File: config.mk
export PLATFORM = sky130hd
export DESIGN_NAME = fetch_unit
export DESIGN_NICKNAME = d
export VERILOG_FILES = /design/src/rtl/def_fetch.sv /design/src/rtl/fetch_timeout_ctr.sv /design/src/rtl/fetch_unit.sv
export SDC_FILE = /design/constraint.sdc
export NUM_CORES = 1
export LEC_CHECK = 0
export BUFFER_PORTS_ARGS = -buffer_cell sky130_fd_sc_hd__buf_2
export CAP_MARGIN = 10
export CORE_ASPECT_RATIO = 1.25
export CORE_UTILIZATION = 49
export CTS_BUF_LIST = sky130_fd_sc_hd__clkbuf_4 sky130_fd_sc_hd__clkbuf_8
export DETAILED_ROUTE_END_ITERATION = 7
export PLACE_DENSITY_LB_ADDON = 0.25
export RECOVER_POWER = 25
export SLEW_MARGIN = 20
export SYNTH_ARGS = -nofsm -noshare
export SYNTH_HDL_FRONTEND = slang
export SYNTH_HIERARCHICAL = 1
export SYNTH_SLANG_ARGS = --single-unit
File: constraint.sdc
create_clock -name clock -period 4.5 [get_ports clock]
set_input_delay 0.225 -clock clock [delete_from_list [all_inputs] [get_ports clock]]
set_output_delay 0.225 -clock clock [all_outputs]
set_load 0.02 [all_outputs]
File: src/rtl/def_fetch.sv
// Shared fetch-stage definitions: FSM state encoding and the word substituted on a fetch timeout.
package def_fetch;

    typedef enum logic [1:0] {
        FS_IDLE = 2'b00,
        FS_REQ  = 2'b01,
        FS_HOLD = 2'b10
    } fetch_state_e;

    localparam logic [31:0] NOP_INSN = 32'h4000_0009;

endpackage

File: src/rtl/fetch_timeout_ctr.sv
// Wait-cycle counter for an outstanding IM request: clear, load-to-one, increment, and an expire flag
// raised on the last cycle the request may stay open.
module fetch_timeout_ctr #(
    parameter int TIMEOUT = 15
) (
    input  logic clk_i,
    input  logic rst_ni,
    input  logic clr_i,
    input  logic load_i,
    input  logic inc_i,
    output logic expire_o
);

    localparam int            CW   = $clog2(TIMEOUT + 1);
    localparam logic [CW-1:0] ONE  = CW'(1);
    localparam logic [CW-1:0] LAST = CW'(TIMEOUT - 1);

    logic [CW-1:0] count_q;
    logic [CW-1:0] count_d;

    // Next-count selection; clear wins over load, load over increment.
    always_comb begin
        count_d = count_q;
        if (clr_i) begin
            count_d = {CW{1'b0}};
        end else if (load_i) begin
            count_d = ONE;
        end else if (inc_i) begin
            count_d = count_q + ONE;
        end else begin
            count_d = count_q;
        end
    end

    // Count register.
    always_ff @(posedge clk_i or negedge rst_ni) begin
        if (!rst_ni) begin
            count_q <= {CW{1'b0}};
        end else begin
            count_q <= count_d;
        end
    end

    // The issuing cycle counts as one, so expiring here caps im_req at TIMEOUT cycles.
    assign expire_o = (count_q >= LAST);

endmodule

File: src/rtl/fetch_unit.sv
// Instruction-fetch stage: owns the PC, runs the IM req/ack handshake and buffers one word for ir.
// Optional PC redirect (pc_load/pc_load_value) is built when FETCH_REDIRECT_EN is defined.
module fetch_unit #(
    parameter int                    ADDR_WIDTH = 10,
    parameter int                    PC_STEP    = 4,
    parameter logic [ADDR_WIDTH-1:0] RESET_PC   = {ADDR_WIDTH{1'b0}},
    parameter int                    TIMEOUT    = 15,
    parameter logic [31:0]           NOP_INSN   = def_fetch::NOP_INSN
) (
    input  logic                  clock,
    input  logic                  reset,
    input  logic                  enable_pc,
    input  logic                  enable_fetch,
`ifdef FETCH_REDIRECT_EN
    input  logic                  pc_load,
    input  logic [ADDR_WIDTH-1:0] pc_load_value,
`endif
    output logic                  im_req,
    output logic [ADDR_WIDTH-1:0] im_addr,
    input  logic [31:0]           im_rdata,
    input  logic                  im_ack,
    output logic [31:0]           ir,
    output logic                  ir_valid,
    output logic [ADDR_WIDTH-1:0] pc,
    output logic                  fetch_busy,
    output logic                  fetch_err
);

    import def_fetch::*;

    localparam logic [ADDR_WIDTH-1:0] STEP = ADDR_WIDTH'(PC_STEP);

    fetch_state_e          state_q, state_d;
    logic [ADDR_WIDTH-1:0] pc_q, pc_d;
    logic [31:0]           ir_q, ir_d;
    logic [31:0]           buf_q, buf_d;
    logic                  ir_valid_q, ir_valid_d;
    logic                  err_q, err_d;
    logic                  issue_s;
    logic                  ctr_clr_s, ctr_load_s, ctr_inc_s, ctr_expire_s;

    // A request starts from IDLE, or from HOLD in the same cycle the held word is committed.
    assign issue_s = enable_pc && ((state_q == FS_IDLE) || ((state_q == FS_HOLD) && enable_fetch));

    // Next-state, datapath and error logic.
    always_comb begin
        state_d    = state_q;
        pc_d       = pc_q;
        ir_d       = ir_q;
        ir_valid_d = ir_valid_q;
        buf_d      = buf_q;
        err_d      = err_q;
        ctr_clr_s  = 1'b0;
        ctr_load_s = 1'b0;
        ctr_inc_s  = 1'b0;
        case (state_q)
            FS_IDLE: begin
                if (enable_fetch) begin
                    err_d = 1'b1;
                end else begin
                    err_d = err_q;
                end
                if (issue_s && im_ack) begin
                    buf_d   = im_rdata;
                    pc_d    = pc_q + STEP;
                    state_d = FS_HOLD;
                end else if (issue_s) begin
                    state_d    = FS_REQ;
                    ctr_load_s = 1'b1;
                end else begin
                    state_d = FS_IDLE;
                end
            end
            FS_REQ: begin
                if (enable_pc || enable_fetch) begin
                    err_d = 1'b1;
                end else begin
                    err_d = err_q;
                end
                if (im_ack) begin
                    buf_d     = im_rdata;
                    pc_d      = pc_q + STEP;
                    state_d   = FS_HOLD;
                    ctr_clr_s = 1'b1;
                end else if (ctr_expire_s) begin
                    buf_d     = NOP_INSN;
                    pc_d      = pc_q + STEP;
                    err_d     = 1'b1;
                    state_d   = FS_HOLD;
                    ctr_clr_s = 1'b1;
                end else begin
                    ctr_inc_s = 1'b1;
                end
            end
            FS_HOLD: begin
                if (enable_fetch) begin
                    ir_d       = buf_q;
                    ir_valid_d = 1'b1;
                    if (issue_s && im_ack) begin
                        buf_d   = im_rdata;
                        pc_d    = pc_q + STEP;
                        state_d = FS_HOLD;
                    end else if (issue_s) begin
                        state_d    = FS_REQ;
                        ctr_load_s = 1'b1;
                    end else begin
                        state_d = FS_IDLE;
                    end
                end else if (enable_pc) begin
                    err_d = 1'b1;
                end else begin
                    err_d = err_q;
                end
            end
            default: begin
                state_d = FS_IDLE;
            end
        endcase
`ifdef FETCH_REDIRECT_EN
        pc_d  = (pc_load && (state_q != FS_REQ)) ? pc_load_value : pc_d;
        err_d = (pc_load && (state_q == FS_REQ)) ? 1'b1 : err_d;
`endif
    end

    // State and datapath registers.
    always_ff @(posedge clock or negedge reset) begin
        if (!reset) begin
            state_q    <= FS_IDLE;
            pc_q       <= RESET_PC;
            ir_q       <= 32'h0000_0000;
            ir_valid_q <= 1'b0;
            buf_q      <= 32'h0000_0000;
            err_q      <= 1'b0;
        end else begin
            state_q    <= state_d;
            pc_q       <= pc_d;
            ir_q       <= ir_d;
            ir_valid_q <= ir_valid_d;
            buf_q      <= buf_d;
            err_q      <= err_d;
        end
    end

    fetch_timeout_ctr #(
        .TIMEOUT (TIMEOUT)
    ) u_timeout (
        .clk_i    (clock),
        .rst_ni   (reset),
        .clr_i    (ctr_clr_s),
        .load_i   (ctr_load_s),
        .inc_i    (ctr_inc_s),
        .expire_o (ctr_expire_s)
    );

    assign im_req     = issue_s || (state_q == FS_REQ);
    assign im_addr    = pc_q;
    assign pc         = pc_q;
    assign ir         = ir_q;
    assign ir_valid   = ir_valid_q;
    assign fetch_busy = (state_q == FS_REQ);
    assign fetch_err  = err_q;

endmodule
==> flow_summary.json <==
{
  "outcome": "finished, violations left",
  "violations": "capacitance limit, slew limit",
  "nets": 443,
  "die_x_um": 75.9,
  "worstSetupStartpointType": "flop",
  "hold_buffers": 0,
  "setup_tns_ns": 0,
  "grt_use_total_pct": 18.9,
  "vias": 2488,
  "wl_met2_um": 3050,
  "crit_buf_inv": 1,
  "antenna_found_initial": 0,
  "finalSetupViolCount": 0,
  "grt_max_degree": 81,
  "viasPerCell": 5.03,
  "required_ns": 4.73,
  "crit_arrival_ns": 2.56,
  "cts_tree": "yes",
  "drive_gt1_share_pct": 28.4,
  "syn_avg_cell_area_sq_um": 10.2,
  "io_buffers": 88,
  "m1WireLength_um": 2920,
  "wl_um": 6280,
  "wl_per_cell_um": 12.7,
  "rsz0062_at_grt": "no",
  "synth_warnings": 6,
  "crit_fanout": 47,
  "hpwl_um": 4210,
  "clock_skew_ns": 0.00845,
  "n_antenna_cell": 0,
  "cts_setup_buffers": 0,
  "power_mw": 2.47,
  "cpLargestDelayFamily": "compound AO/OA/AOI/OAI gates",
  "fmax_mhz": 428,
  "final_common_cell": "buf_2",
  "peakVddDrop_mv": 0.394,
  "ant_nets": 0,
  "final_hold_viol_count": 0,
  "cp_slowest_cell": "o311ai_4",
  "drtPass1Iterations": 4,
  "overflow": 0,
  "end_kind": "flop",
  "final_cell_mix": "87 x buf_2, 80 x dfrtp_1, 58 x o21ai_0",
  "top_layer_used": "met4",
  "cts_sinks": 80,
  "core-area_sq_um": 6570,
  "powerDensity_nw_per_um2": 627,
  "met3_length_um": 258,
  "cts_buffer_depth": 2,
  "seqCellArea_sq_um": 2000,
  "post-route-period-util_pct": 51.9,
  "slowest_delay_ns": 0.74,
  "num_rows": 33,
  "maxCapViolations": 1,
  "seq_area_frac_synth_pct": 59.9,
  "area_growth_pct": 17.7,
  "crit_chain": "nor2_1 -> o311ai_4 -> buf_4 -> mux2_2",
  "cts_buffers": 9,
  "fin_crit_ns": 2.34,
  "post_synth_inst_count": 329,
  "drt_iter0_drc": 157,
  "initial_utilization_pct": 50.9,
  "power_leakage_nw": 1.99,
  "multiInputGateArea_sq_um": 1050,
  "insertion_delay_ns": 0.34,
  "die_h_um": 94.3,
  "synth_seq_cells": 80,
  "max-slew-margin-rel_pct": -27.9,
  "ys_types": 35,
  "hold_class": "input pin to flop",
  "grt_pass1_vias": 2275,
  "crit_type": "flop to flop",
  "h-tree-depth": 3,
  "fillers": 600,
  "cts.repair.resized": 0,
  "clk_pin_slew_worst_paths_ns": 0.08,
  "routabilityCongestion": 0.837,
  "io_pins": 93,
  "root_buffer": "clkbuf_8",
  "drc": 0,
  "worstMarginPinSlew_ns": 1.92,
  "slew_viol_final": 81,
  "dieArea_sq_um": 7160,
  "syn-cell-area_sq_um": 3340,
  "grt_pass1_wl_um": 10100
}
[worst paths after layout]
| path | cells after the start | from | slack (ns) | to |
|---|---|---|---|---|
| min | 3 | im_rdata[29] | 0.10 | buf_q[29]$_DFFE_PN0P_ |
| max reg2reg | 4 | state_q[0]$_DFFE_PN0P_ | 2.16 | im_addr[3]$_DFFE_PN0P_ |
| max | 4 | state_q[0]$_DFFE_PN0P_ | 2.16 | im_addr[3]$_DFFE_PN0P_ |
| min in group asynchronous | 1 | reset | 0.42 | ir[13]$_DFFE_PN0P_ |
| min reg2reg | 1 | ir_valid$_DFFE_PN0P_ | 0.47 | ir_valid$_DFFE_PN0P_ |
| max in group asynchronous | 1 | reset | 2.97 | ir[27]$_DFFE_PN0P_ |
[worst min-delay path, delay by kind of cell]
family	cells	cell delay (ns)
AND/OR/NAND/NOR	1	0.05
AO/OA/AOI/OAI	1	0.06
buffers and inverters	1	0.07
[synth_stat cells, drive strengths merged]
master	count	area, sq um
mux2	5	56.3
o311ai	1	26.3
buf	21	141
or2	2	12.5
a21bo	1	10.0
a211oi	2	20.0
dfrtp	80	2000
nor2	11	41.3
nor3	2	10.0
nor4b	1	8.76
nor2b	1	6.26
conb	1	3.75
nand2	32	120
ha	3	37.5
a21oi	8	40.0
xnor2	7	61.3
nand4b	1	8.76
clkbuf	9	33.8
o21ai	58	290
o211a	1	10.0
nand2b	4	25.0
and3	2	12.5
nand4	4	25.0
nand3b	3	22.5
xor2	1	8.76
nand3	31	155
and2	1	6.26
nor3b	2	15.0
or2b	1	7.51
inv	33	124
[metrics by stage]
stage | hold WS [ns] | util, % | area, sq um | setup WS [ns] | std cells
after floorplan | -0.0706 | - | 3350 | 2.61 | 332
after global placement | 0.444 | 57.0 | 3740 | 2.21 | 479
after detailed placement | 0.452 | 57.0 | 3740 | 2.17 | 479
after CTS | 0.0675 | 60.0 | 3940 | 2.15 | 495
after global routing | 0.0967 | 59.9 | 3930 | 1.97 | 495
final | 0.104 | 59.9 | 3930 | 2.16 | 495
[sequential cells by signal (all words and copies together), names as in the netlist]
name	count
buf_q	32
ir	32
im_addr	8
u_timeout/count_q	4
state_q	2
fetch_err	1
ir_valid	1
[report_power, final]
part	switching [mW]	internal, mW	total, mW
clock	0.246	0.259	0.506
combinational	0.540	0.291	0.831
sequential	0.149	0.982	1.13
[area by class of cell]
class / instances / area share, %
sequential: 80 / 50.9
multi-input combinational: 189 / 26.7
timing repair buffer: 90 / 11.6
clock buffer: 10 / 3.34
inverter: 33 / 3.15
tap: 87 / 2.77
clock inverter: 6 / 1.53
[routing by layer]
| layer | vias up | track usage [%] |
|---|---|---|
| met5 | - | 0 |
| li1 | 1213 | - |
| met3 | 4 | 3.95 |
| met2 | 64 | 30.5 |
| met4 | 0 | 8.33 |
| met1 | 1207 | 24.1 |
[logic make-up (layout without fill, tap and decap cells)]
group                      Yosys count  after routing  synth area share [%]
AOI/OAI and AO/OA                   71             71                  11.9
adders and majority gates            3              3                  1.12
DFF                                 80             80                  59.9
and+or+nand+nor                     98             98                  14.3
other                                1              4                 0.112
xor gates and xnor gates             8              8                  2.10
muxes                                5              5                  1.68
buffers and inverters               63            139                  8.95
No activity file was read; power rests on OpenSTA's default activity.
